--- src/rtl/cpu_pkg.sv ---
// Shared CPU definitions: datapath width, base opcodes and the fetch FSM state type.
// Latency: none (definitions only).
// Backpressure: not applicable.
package cpu_pkg;

  localparam int XLEN = 32;

  localparam logic [6:0] OP_RTYPE = 7'b0110011;
  localparam logic [6:0] OP_ITYPE = 7'b0010011;
  localparam logic [6:0] OP_LOAD  = 7'b0000011;
  localparam logic [6:0] OP_STORE = 7'b0100011;

  typedef enum logic [1:0] {
    IDLE = 2'd0,
    REQ  = 2'd1,
    WAIT = 2'd2
  } fetch_state_e;

endpackage

--- src/rtl/fetch_buffer.sv ---
// Fetch buffer: small synchronous FIFO holding {instr, pc} pairs with a combinational head.
// Latency: a pushed entry is visible at the head the cycle after the push.
// Backpressure: push is ignored when full, pop when empty; flush beats both.
module fetch_buffer #(
  parameter int WIDTH = 64,
  parameter int DEPTH = 2
) (
  input  logic                     clk,
  input  logic                     rst_n,
  input  logic                     push,
  input  logic [WIDTH-1:0]         push_data,
  input  logic                     pop,
  input  logic                     flush,
  output logic [$clog2(DEPTH):0]   count,
  output logic [WIDTH-1:0]         head
);

  localparam int AW = $clog2(DEPTH);
  localparam logic [AW:0] FULL = (AW + 1)'(DEPTH);

  logic [WIDTH-1:0] mem_q [DEPTH];
  logic [AW-1:0]    wr_q;
  logic [AW-1:0]    rd_q;
  logic [AW:0]      count_q;
  logic             push_ok;
  logic             pop_ok;

  assign push_ok = push && (count_q != FULL);
  assign pop_ok  = pop && (count_q != '0);

  // Storage is never cleared: validity comes only from the pointers and count.
  always_ff @(posedge clk) begin
    if (push_ok && !flush) begin
      mem_q[wr_q] <= push_data;
    end
  end

  // Pointer and occupancy tracking; flush empties the FIFO regardless of push/pop.
  always_ff @(posedge clk) begin
    if (!rst_n || flush) begin
      wr_q    <= '0;
      rd_q    <= '0;
      count_q <= '0;
    end else begin
      if (push_ok) wr_q <= wr_q + AW'(1);
      if (pop_ok)  rd_q <= rd_q + AW'(1);
      count_q <= count_q + {{AW{1'b0}}, push_ok} - {{AW{1'b0}}, pop_ok};
    end
  end

  assign count = count_q;
  assign head  = (count_q != '0) ? mem_q[rd_q] : '0;

endmodule

--- src/rtl/instr_fetch.sv ---
// Instruction fetch: PC + single-outstanding memory request FSM feeding a small word buffer.
// Latency: rvalid at cycle n -> instr_valid at n+1 when the buffer was empty.
// Backpressure: instr_ready low fills the buffer; requests stop while no free slot remains.
module instr_fetch
  import cpu_pkg::*;
#(
  parameter int              XLEN      = 32,
  parameter logic [XLEN-1:0] RESET_PC  = '0,
  parameter int              BUF_DEPTH = 2
) (
  input  logic            clk,
  input  logic            rst_n,
  output logic            imem_req,
  output logic [XLEN-1:0] imem_addr,
  input  logic            imem_gnt,
  input  logic            imem_rvalid,
  input  logic [XLEN-1:0] imem_rdata,
  input  logic            redirect_valid,
  input  logic [XLEN-1:0] redirect_pc,
  output logic            instr_valid,
  input  logic            instr_ready,
  output logic [XLEN-1:0] instr,
  output logic [XLEN-1:0] instr_pc,
  output logic [6:0]      opcode
);

  localparam int CW = $clog2(BUF_DEPTH) + 1;

  fetch_state_e    state_q, state_d;
  logic [XLEN-1:0] pc_q, pc_d;
  logic [XLEN-1:0] pc_req_q, pc_req_d;
  logic            drop_q, drop_d;

  logic [CW-1:0]     count;
  logic [2*XLEN-1:0] head;
  logic              buf_full;
  logic              gnt_fire;
  logic              rsp_fire;
  logic              push;
  logic              pop;

  // A slot is reserved at issue time, so requests are only raised with room left.
  assign buf_full = (count == CW'(BUF_DEPTH));
  assign imem_req  = (state_q == REQ) && !buf_full;
  assign imem_addr = pc_q;
  assign gnt_fire  = imem_req && imem_gnt;
  assign rsp_fire  = (state_q == WAIT) && imem_rvalid;

  // Words belonging to a request older than a redirect are discarded, never buffered.
  assign push = rsp_fire && !drop_q && !redirect_valid;
  assign pop  = instr_valid && instr_ready;

  // Next-state logic: FSM transitions, PC advance and redirect handling.
  always_comb begin
    state_d  = state_q;
    pc_d     = pc_q;
    pc_req_d = pc_req_q;
    drop_d   = drop_q;
    case (state_q)
      IDLE: state_d = REQ;
      REQ: begin
        if (gnt_fire) begin
          state_d  = WAIT;
          pc_req_d = pc_q;
          pc_d     = pc_q + XLEN'(4);
          // A redirect racing the grant makes the in-flight word stale.
          drop_d   = redirect_valid;
        end
      end
      WAIT: begin
        if (imem_rvalid) begin
          state_d = REQ;
          drop_d  = 1'b0;
        end else if (redirect_valid) begin
          drop_d = 1'b1;
        end
      end
      default: state_d = IDLE;
    endcase
    if (redirect_valid) begin
      pc_d = {redirect_pc[XLEN-1:2], 2'b00};
    end
  end

  // State registers; reset abandons any outstanding request.
  always_ff @(posedge clk) begin
    if (!rst_n) begin
      state_q  <= IDLE;
      pc_q     <= RESET_PC;
      pc_req_q <= '0;
      drop_q   <= 1'b0;
    end else begin
      state_q  <= state_d;
      pc_q     <= pc_d;
      pc_req_q <= pc_req_d;
      drop_q   <= drop_d;
    end
  end

  fetch_buffer #(
    .WIDTH (2 * XLEN),
    .DEPTH (BUF_DEPTH)
  ) u_buf (
    .clk       (clk),
    .rst_n     (rst_n),
    .push      (push),
    .push_data ({imem_rdata, pc_req_q}),
    .pop       (pop),
    .flush     (redirect_valid),
    .count     (count),
    .head      (head)
  );

  assign instr_valid = (count != '0);
  assign instr       = head[2*XLEN-1:XLEN];
  assign instr_pc    = head[XLEN-1:0];
  assign opcode      = head[XLEN+6:XLEN];

endmodule
--- config.mk ---
export PLATFORM = sky130hd
export DESIGN_NAME = instr_fetch
export DESIGN_NICKNAME = d
export VERILOG_FILES = /design/src/rtl/cpu_pkg.sv /design/src/rtl/fetch_buffer.sv /design/src/rtl/instr_fetch.sv
export SDC_FILE = /design/constraint.sdc
export NUM_CORES = 1
export LEC_CHECK = 0
export BUFFER_PORTS_ARGS = -buffer_cell sky130_fd_sc_hd__buf_4
export CAP_MARGIN = 40
export CORE_MARGIN = 8
export CORE_UTILIZATION = 56
export CTS_BUF_LIST = sky130_fd_sc_hd__clkbuf_4 sky130_fd_sc_hd__clkbuf_8
export DETAILED_ROUTE_END_ITERATION = 16
export PLACE_DENSITY = 0.79
export SYNTH_ARGS = -nofsm -noshare
export SYNTH_HDL_FRONTEND = slang
export SYNTH_SLANG_ARGS = --single-unit
--- constraint.sdc ---
create_clock -name clk -period 5.4 [get_ports clk]
set_input_delay 0.81 -clock clk [delete_from_list [all_inputs] [get_ports clk]]
set_output_delay 0.81 -clock clk [all_outputs]
set_load 0.02 [all_outputs]
==> reports/metrics.csv, run 1 <==
metric;value;unit
outcome;finished, final reports clean;
clock.fmax;0.3715;GHz
syn2layout_area_growth;23.14;%
synth.distinct_cells;40;
grt_pass1_wl;27270;microns
path_delay_family;buffers and inverters;
hp-start;pc_req_q[8];
rsz0062_at_grt;false;
overflow;0;
io_buffer_count;168;
die_x;134.5;microns
num_vias;5312;
cts_hold_buf;0;
die_y;134.5;microns
synth.avg_cell_area;12.00;sq um
whs_path_depth;0;
vias_per_cell;5.317;
yosysTopAreaCell;edfxtp_1;
clock-root-buffer;clkbuf_8;
clockBufferDepth;2;
ant_nets;0;
syn-cell-area;7858;sq um
p_leak;0.003503;uW
pre_cts_slack;2.220;ns
grt_max_degree;66;
antennaDiodeCount;0;
routed.top_layer;met4;
ir_worst_vdd;158.8;uV
synthCells;655;
synth-seq-area-share;0.6471;
hold_violations;0;
hold_end;u_buf.mem_q[0][8];
utilization;0.7025;
cts-resized-gates;0;
drt-pass1-iter-count;5;
wl_per_cell;16.75;microns
hp-class;flop to flop;
remaining_drc_errors;0;
critPathArrivalTime;1.88;ns
dr_wl_met3;1322;microns
total_power;2772;uW
start_kind;flop;
worst-path-buf-inv;2;
postCtsSetupBuffers;0;
fin_worst_skew;0.008847;ns
postPlaceCellArea;9246;sq um
yosys_register_bits;192;
ff2ff_setup_slack;2.72;ns
ys.flop_type;edfxtp_1;
worst-r2r-cell-count;4;
crit_chain;buf_16 > mux2i_1 > nor2_1 > buf_4;
io_pins;175;
die-area;18080;sq um
coreArea;13770;sq um
tritoncts;yes;
final_nets;878;
finalSetupViolations;0;
fin_crit_sh;0.4985;
drt_wl_total;16730;microns
tightest_slew;0.8934;ns
antenna_found_initial;0;
drive_gt1_frac;0.2674;
worstPathMaxFanout;51;
hpwl;11890;microns
wl_met2;7844;microns
n_fill_cell;1023;
drv_slew;0;
synthArstFlopShare;0;
first_iter_violations;370;
synth_top_area_share;0.4739;
grt_usage;0.1885;
final_common_cell;buf_4;
reg2reg_to;u_buf.mem_q[0][15];
synth_edf_count;124;
relSlewSlack;0.3989;
start_util;0.5705;
r2r-start;state_q[0];
grt_pass1_vias;5335;
path_class;flop to output pin;
cts_made_buffers;17;
setup_slack;2.708;ns
crit_required;4.59;ns
cts_htree_levels;4;
synth_area_leaders;edfxtp_1 47%, dfxtp_1 17%, mux2i_1 8.0%;
final_area;9676;sq um
fin_tns_setup;0;ns
clk_latency;0.46;ns
clk_pin_slew;0.09;ns
place_congestion;0.8523;
maxCapViolations;0;
max_stage_delay;0.50;ns
num_rows;43;
cp_slowest_cell;dfxtp_4;
final.min_clock_period;2.692;ns
end_kind;output pin;
mostFrequentLayoutCells;173 x buf_4, 124 x edfxtp_1, 77 x nand2_1, 71 x nor2_1, 67 x dfxtp_1;
clock-sinks;192;
ys_warn_count;0;
wl_met1;7256;microns
powerDensity;286.5;nW/um^2
==> cells in the mapped netlist, types with 3 or more instances <==
master,instances
nand3_1,11
buf_1,5
buf_4,11
nand2_1,77
nor2b_1,3
nor4_1,4
or4_1,4
clkbuf_1,30
nand4_1,16
xor2_1,10
a21oi_1,21
nor2_1,74
nor3_1,9
xnor2_1,21
or3_1,3
o21ai_0,26
and3_1,4
and2_1,4
dfxtp_1,68
inv_1,10
mux2i_1,63
a21boi_0,30
edfxtp_1,124
==> flip-flops by register name, indices dropped and copies added, names as in the netlist, named ones only <==
signal and count:
u_buf.wr_q 1, drop_q 1, u_buf.rd_q 1, imem_addr 30
u_buf.count 2, pc_req_q 30, state_q 2, u_buf.mem_q 124
==> report_power, final <==
group | internal [uW] | switching (uW)
combinational | 85.5 | 95.5
sequential | 1580 | 38.1
clock | 508 | 462
total | 2180 | 596
==> metrics by stage <==
stage	hold WS [ns]	std cells
2_1_floorplan	0.4254	658
3_3_place_gp	0.4312	964
3_5_place_dp	0.4367	967
4_1_cts	0.4599	999
5_1_grt	0.4657	999
6_report	0.4609	999
==> routing by layer <==
| metal | track usage | up-vias |
|---|---|---|
| met4 | 0.07673 | 0 |
| met3 | 0.05906 | 27 |
| met1 | 0.2398 | 2477 |
| met2 | 0.2934 | 197 |
| met5 | 0 | - |
| li1 | - | 2611 |
==> cell type report <==
cell class / instances / area, sq um / share of cell area
multi-input cells: 409 / 2544 / 0.2629
repair buffers: 176 / 1351 / 0.1397
well taps: 180 / 225.2 / 0.02328
flip-flops and latches: 192 / 5089 / 0.5259
inverters: 10 / 37.54 / 0.003879
clock buffers: 23 / 297.8 / 0.03078
clock inverters: 9 / 131.4 / 0.01358
==> worst max path at each step <==
stage              startpoint  slack [ns]                 end  cells past startpoint
3_5_place_dp   redirect_valid        2.22  u_buf.mem_q[1][57]                      4
2_1_floorplan     imem_rvalid        0.82  u_buf.mem_q[0][10]                      4
5_1_grt            state_q[1]        2.55  u_buf.mem_q[0][41]                      4
6_report                 flop        2.71            instr[6]                      4
4_1_cts                  flop        2.66            instr[6]                      4
3_3_place_gp   redirect_valid        2.27  u_buf.mem_q[1][60]                      4
==> cell families after synthesis <==
kind of cell | count (synthesis) | share of synthesized area
muxes | 63 | 0.08025
buffers and inverters | 57 | 0.03344
xor gates and xnor gates | 31 | 0.03455
other | 1 | 0.0004772
and+or+nand+nor | 222 | 0.1326
adders and majority gates | 2 | 0.003184
DFF | 192 | 0.6471
AOI/OAI and AO/OA | 87 | 0.06831
No activity file was read; power rests on OpenSTA's default activity.
==> run 2: changes to the inputs <==
Settings changed: ABC_AREA from default to 1, CORE_UTILIZATION 56 to 51, PLACE_DENSITY 0.79 to 0.75.
Clock period 5.4 ns to 2.2 ns, I/O delays scaled along.
==> reports/metrics.csv, run 2 <==
metric;value;unit;change
syn2layout_area_growth;23.27;%;was 23.14%
clk_latency;0.46;ns;about the same
synth.avg_cell_area;9.408;sq um;was 12.00 sq um
fin_crit_sh;0.9351;;
fin_worst_skew;0.009254;ns;was 0.008847 ns
finalSetupViolations;0;;unchanged
synth_top_family_by_area;simple AND/OR/NAND/NOR gates;;unchanged
synth-simple-area-share;0.1980;;was 0.1326
grt_usage;0.1938;;was 0.1885
die_y;142.5;microns;was 134.5 microns
antenna_found_initial;0;;unchanged
stdcell_count;1249;;was 999
yosys-top-cells-count;285 x nand2_1, 124 x edfxtp_1, 115 x a21oi_1;;was 124 x edfxtp_1, 77 x nand2_1, 74 x nor2_1
vias_per_cell;5.085;;was 5.317
drive_gt1_frac;0.2333;;was 0.2674
max_stage_delay;0.49;ns;was 0.50 ns
clk_pin_slew;0.09;ns;about the same
synth_top_area_share;0.4565;;was 0.4739
synthArstFlopShare;0;;unchanged
drv_slew;0;;unchanged
hpwl;13470;microns;was 11890 microns
seq_area;5089;sq um;unchanged
cts_hold_buf;0;;unchanged
yosysTopAreaCell;edfxtp_1;;unchanged
switchingPower;1604;uW;was 595.6 uW
yosys.area_share.xor_xnor;0.01181;;was 0.03455
dp.cells;1217;;was 967
cts-resized-gates;3;;was 0
p_clk_frac;0.345;;was 0.350
grt_max_degree;63;;was 66
outcome;finished, final reports clean;;unchanged
maxCapViolations;0;;unchanged
ir_worst_vdd;430.6;uV;was 158.8 uV
synthCells;867;;was 655
crit_chain;buf_4 > nand2_1 > a21oi_1 > buf_4;;was buf_16 > mux2i_1 > nor2_1 > buf_4
final_nets;1092;;was 878
regMostFlops;u_buf.mem_q;;unchanged
grt_pass1_wl;30780;microns;was 27270 microns
synth-seq-area-share;0.6234;;was 0.6471
n_fill_cell;1327;;was 1023
intPower;5296;uW;was 2176 uW
drt-pass1-iter-count;5;;unchanged
hold_violations;0;;unchanged
combPwrFrac;0.076;;was 0.065
r2r-start;imem_addr[3];;was state_q[0]
die-area;20300;sq um;was 18080 sq um
start_kind;flop;;unchanged
first_iter_violations;390;;was 370
mostFrequentLayoutCells;285 x nand2_1, 175 x buf_4, 124 x edfxtp_1, 114 x a21oi_1, 67 x dfxtp_1;;was 173 x buf_4, 124 x edfxtp_1, 77 x nand2_1, 71 x nor2_1, 67 x dfxtp_1
synth.distinct_cells;39;;was 40
ff2ff_setup_slack;0.43;ns;was 2.72 ns
overflow;0;;unchanged
fin_tns_setup;0;ns;unchanged
seqPwrFrac;0.579;;was 0.585
syn-cell-area;8157;sq um;was 7858 sq um
synth_area_leaders;edfxtp_1 46%, dfxtp_1 17%, nand2_1 13%;;was edfxtp_1 47%, dfxtp_1 17%, mux2i_1 8.0%
postCtsSetupBuffers;0;;unchanged
cts_htree_levels;4;;unchanged
antennaDiodeCount;0;;unchanged
ys_warn_count;0;;unchanged
cp_common_cell;buf_4;;
hp-class;input port to flop;;was flop to flop
die_x;142.5;microns;was 134.5 microns
tritoncts;yes;;unchanged
io_pins;175;;unchanged
num_vias;6351;;was 5312
cp_slowest_cell;dfxtp_4;;unchanged
hold_end;u_buf.mem_q[1][38];;was u_buf.mem_q[0][8]
synth-compound-area-share;0.1011;;was 0.06831
clockBufferDepth;2;;unchanged
worst-r2r-cell-count;10;;was 4
wl_per_cell;15.73;microns;was 16.75 microns
path_class;flop to output pin;;unchanged
grt_pass1_vias;6056;;was 5335
yosys_register_bits;192;;unchanged
cts_made_buffers;17;;unchanged
swShare;0.2325;;was 0.2149
hp-start;imem_rdata[6];;was pc_req_q[8]
synth_fa_ha_area_frac;0.003068;;was 0.003185
p_leak;0.004065;uW;was 0.003503 uW
final_common_cell;nand2_1;;was buf_4
start_util;0.5172;;was 0.5705
worstPathMaxFanout;20;;was 51
critPathArrivalTime;1.73;ns;was 1.88 ns
final.min_clock_period;2.057;ns;
clock-root-buffer;clkbuf_8;;unchanged
place_congestion;0.9207;;was 0.8523
multiInputGateArea;2603;sq um;was 2544 sq um
remaining_drc_errors;0;;unchanged
io_buffer_count;168;;unchanged
reg2reg_to;imem_addr[26];;was u_buf.mem_q[0][15]
yosysMostFrequentCell;nand2_1;;was edfxtp_1
setup_slack;0.1428;ns;was 2.708 ns
pre_cts_slack;0.4130;ns;was 2.220 ns
drt_wl_total;19640;microns;was 16730 microns
ant_nets;0;;unchanged
synth_edf_count;124;;unchanged
ys.flop_type;edfxtp_1;;unchanged
num_rows;46;;was 43
crit_required;1.87;ns;was 4.59 ns
clock-sinks;192;;unchanged
coreArea;15770;sq um;was 13770 sq um
synth.area.mux_share;0;;was 0.08025
whs_path_depth;1;;was 0
rsz0062_at_grt;false;;unchanged
largest_register_ff_count;124;;unchanged
powerDensity;686.3;nW/um^2;was 286.5 nW/um^2
clock.fmax;0.4861;GHz;
end_kind;output pin;;unchanged
==> run 2: metal layers <==
layer | share of wire | vias to the layer above | global-route usage
met4 | 0.015 | 0 | 0.06488
met5 | 0 | - | 0
met3 | 0.081 | 21 | 0.05166
met2 | 0.47 | 226 | 0.3091
met1 | 0.44 | 2934 | 0.2509
li1 | - | 3170 | -
==> run 2: layout make-up <==
type                            count  share of cell area
Inverter                           61             0.02352
Multi-Input combinational cell    566              0.2588
Timing Repair Buffer              182              0.1432
Tap cell                          216             0.02688
Clock inverter                     12             0.01593
Clock buffer                       20             0.02551
Sequential cell                   192              0.5061
==> run 2: logic make-up (layout without fill, tap and decap cells) <==
group,after synthesis,count (layout)
other,1,4
adders and majority gates,2,2
xor gates and xnor gates,11,11
and+or+nand+nor,390,390
AOI/OAI and AO/OA,159,159
buffers and inverters,112,275
DFF,192,192
==> run 2: per-stage QoR <==
step / area (sq um) / utilization / hold WS [ns] / total power, uW
6_report: 10050 / 0.6376 / 0.04679 / 6900
3_3_place_gp: 9615 / 0.6097 / 0.4308 / 4586
5_1_grt: 10050 / 0.6376 / 0.01538 / 7157
4_1_cts: 10040 / 0.6367 / 0.02172 / 6943
3_5_place_dp: 9615 / 0.6097 / 0.4388 / 4601
2_1_floorplan: 8173 / - / 0.4203 / 4350
==> run 2: how the worst max path moves through the flow <==
stage / start / to / slack [ns] / cells after the start
finish: flop / instr_pc[8] / 0.14 / 4
global route: flop / instr[6] / 0.008 / 5
detailed placement: redirect_valid / u_buf.mem_q[0][57] / 0.41 / 5
floorplan: redirect_valid / u_buf.mem_q[1][10] / -0.61 / 4
CTS: flop / instr[0] / 0.04 / 5
global placement: redirect_valid / u_buf.mem_q[0][57] / 0.44 / 5
==> run 2: power groups by stage <==
stage | Clock (uW) | Combinational [uW] | Sequential (uW)
after floorplan | 0 | 258 | 4090
after global placement | 0 | 515 | 4070
after detailed placement | 0 | 526 | 4070
after CTS | 2420 | 529 | 3990
after global routing | 2570 | 580 | 4010
final | 2380 | 526 | 3990
==> run 2: worst max-delay path: cells and delay by family, from the launching register on <==
| kind | cells | cell delay [ns] |
|---|---|---|
| buffers and inverters | 2 | 0.47 |
| AND/OR/NAND/NOR | 1 | 0.08 |
| flip-flops | 1 | 0.49 |
| AO/OA/AOI/OAI | 1 | 0.22 |
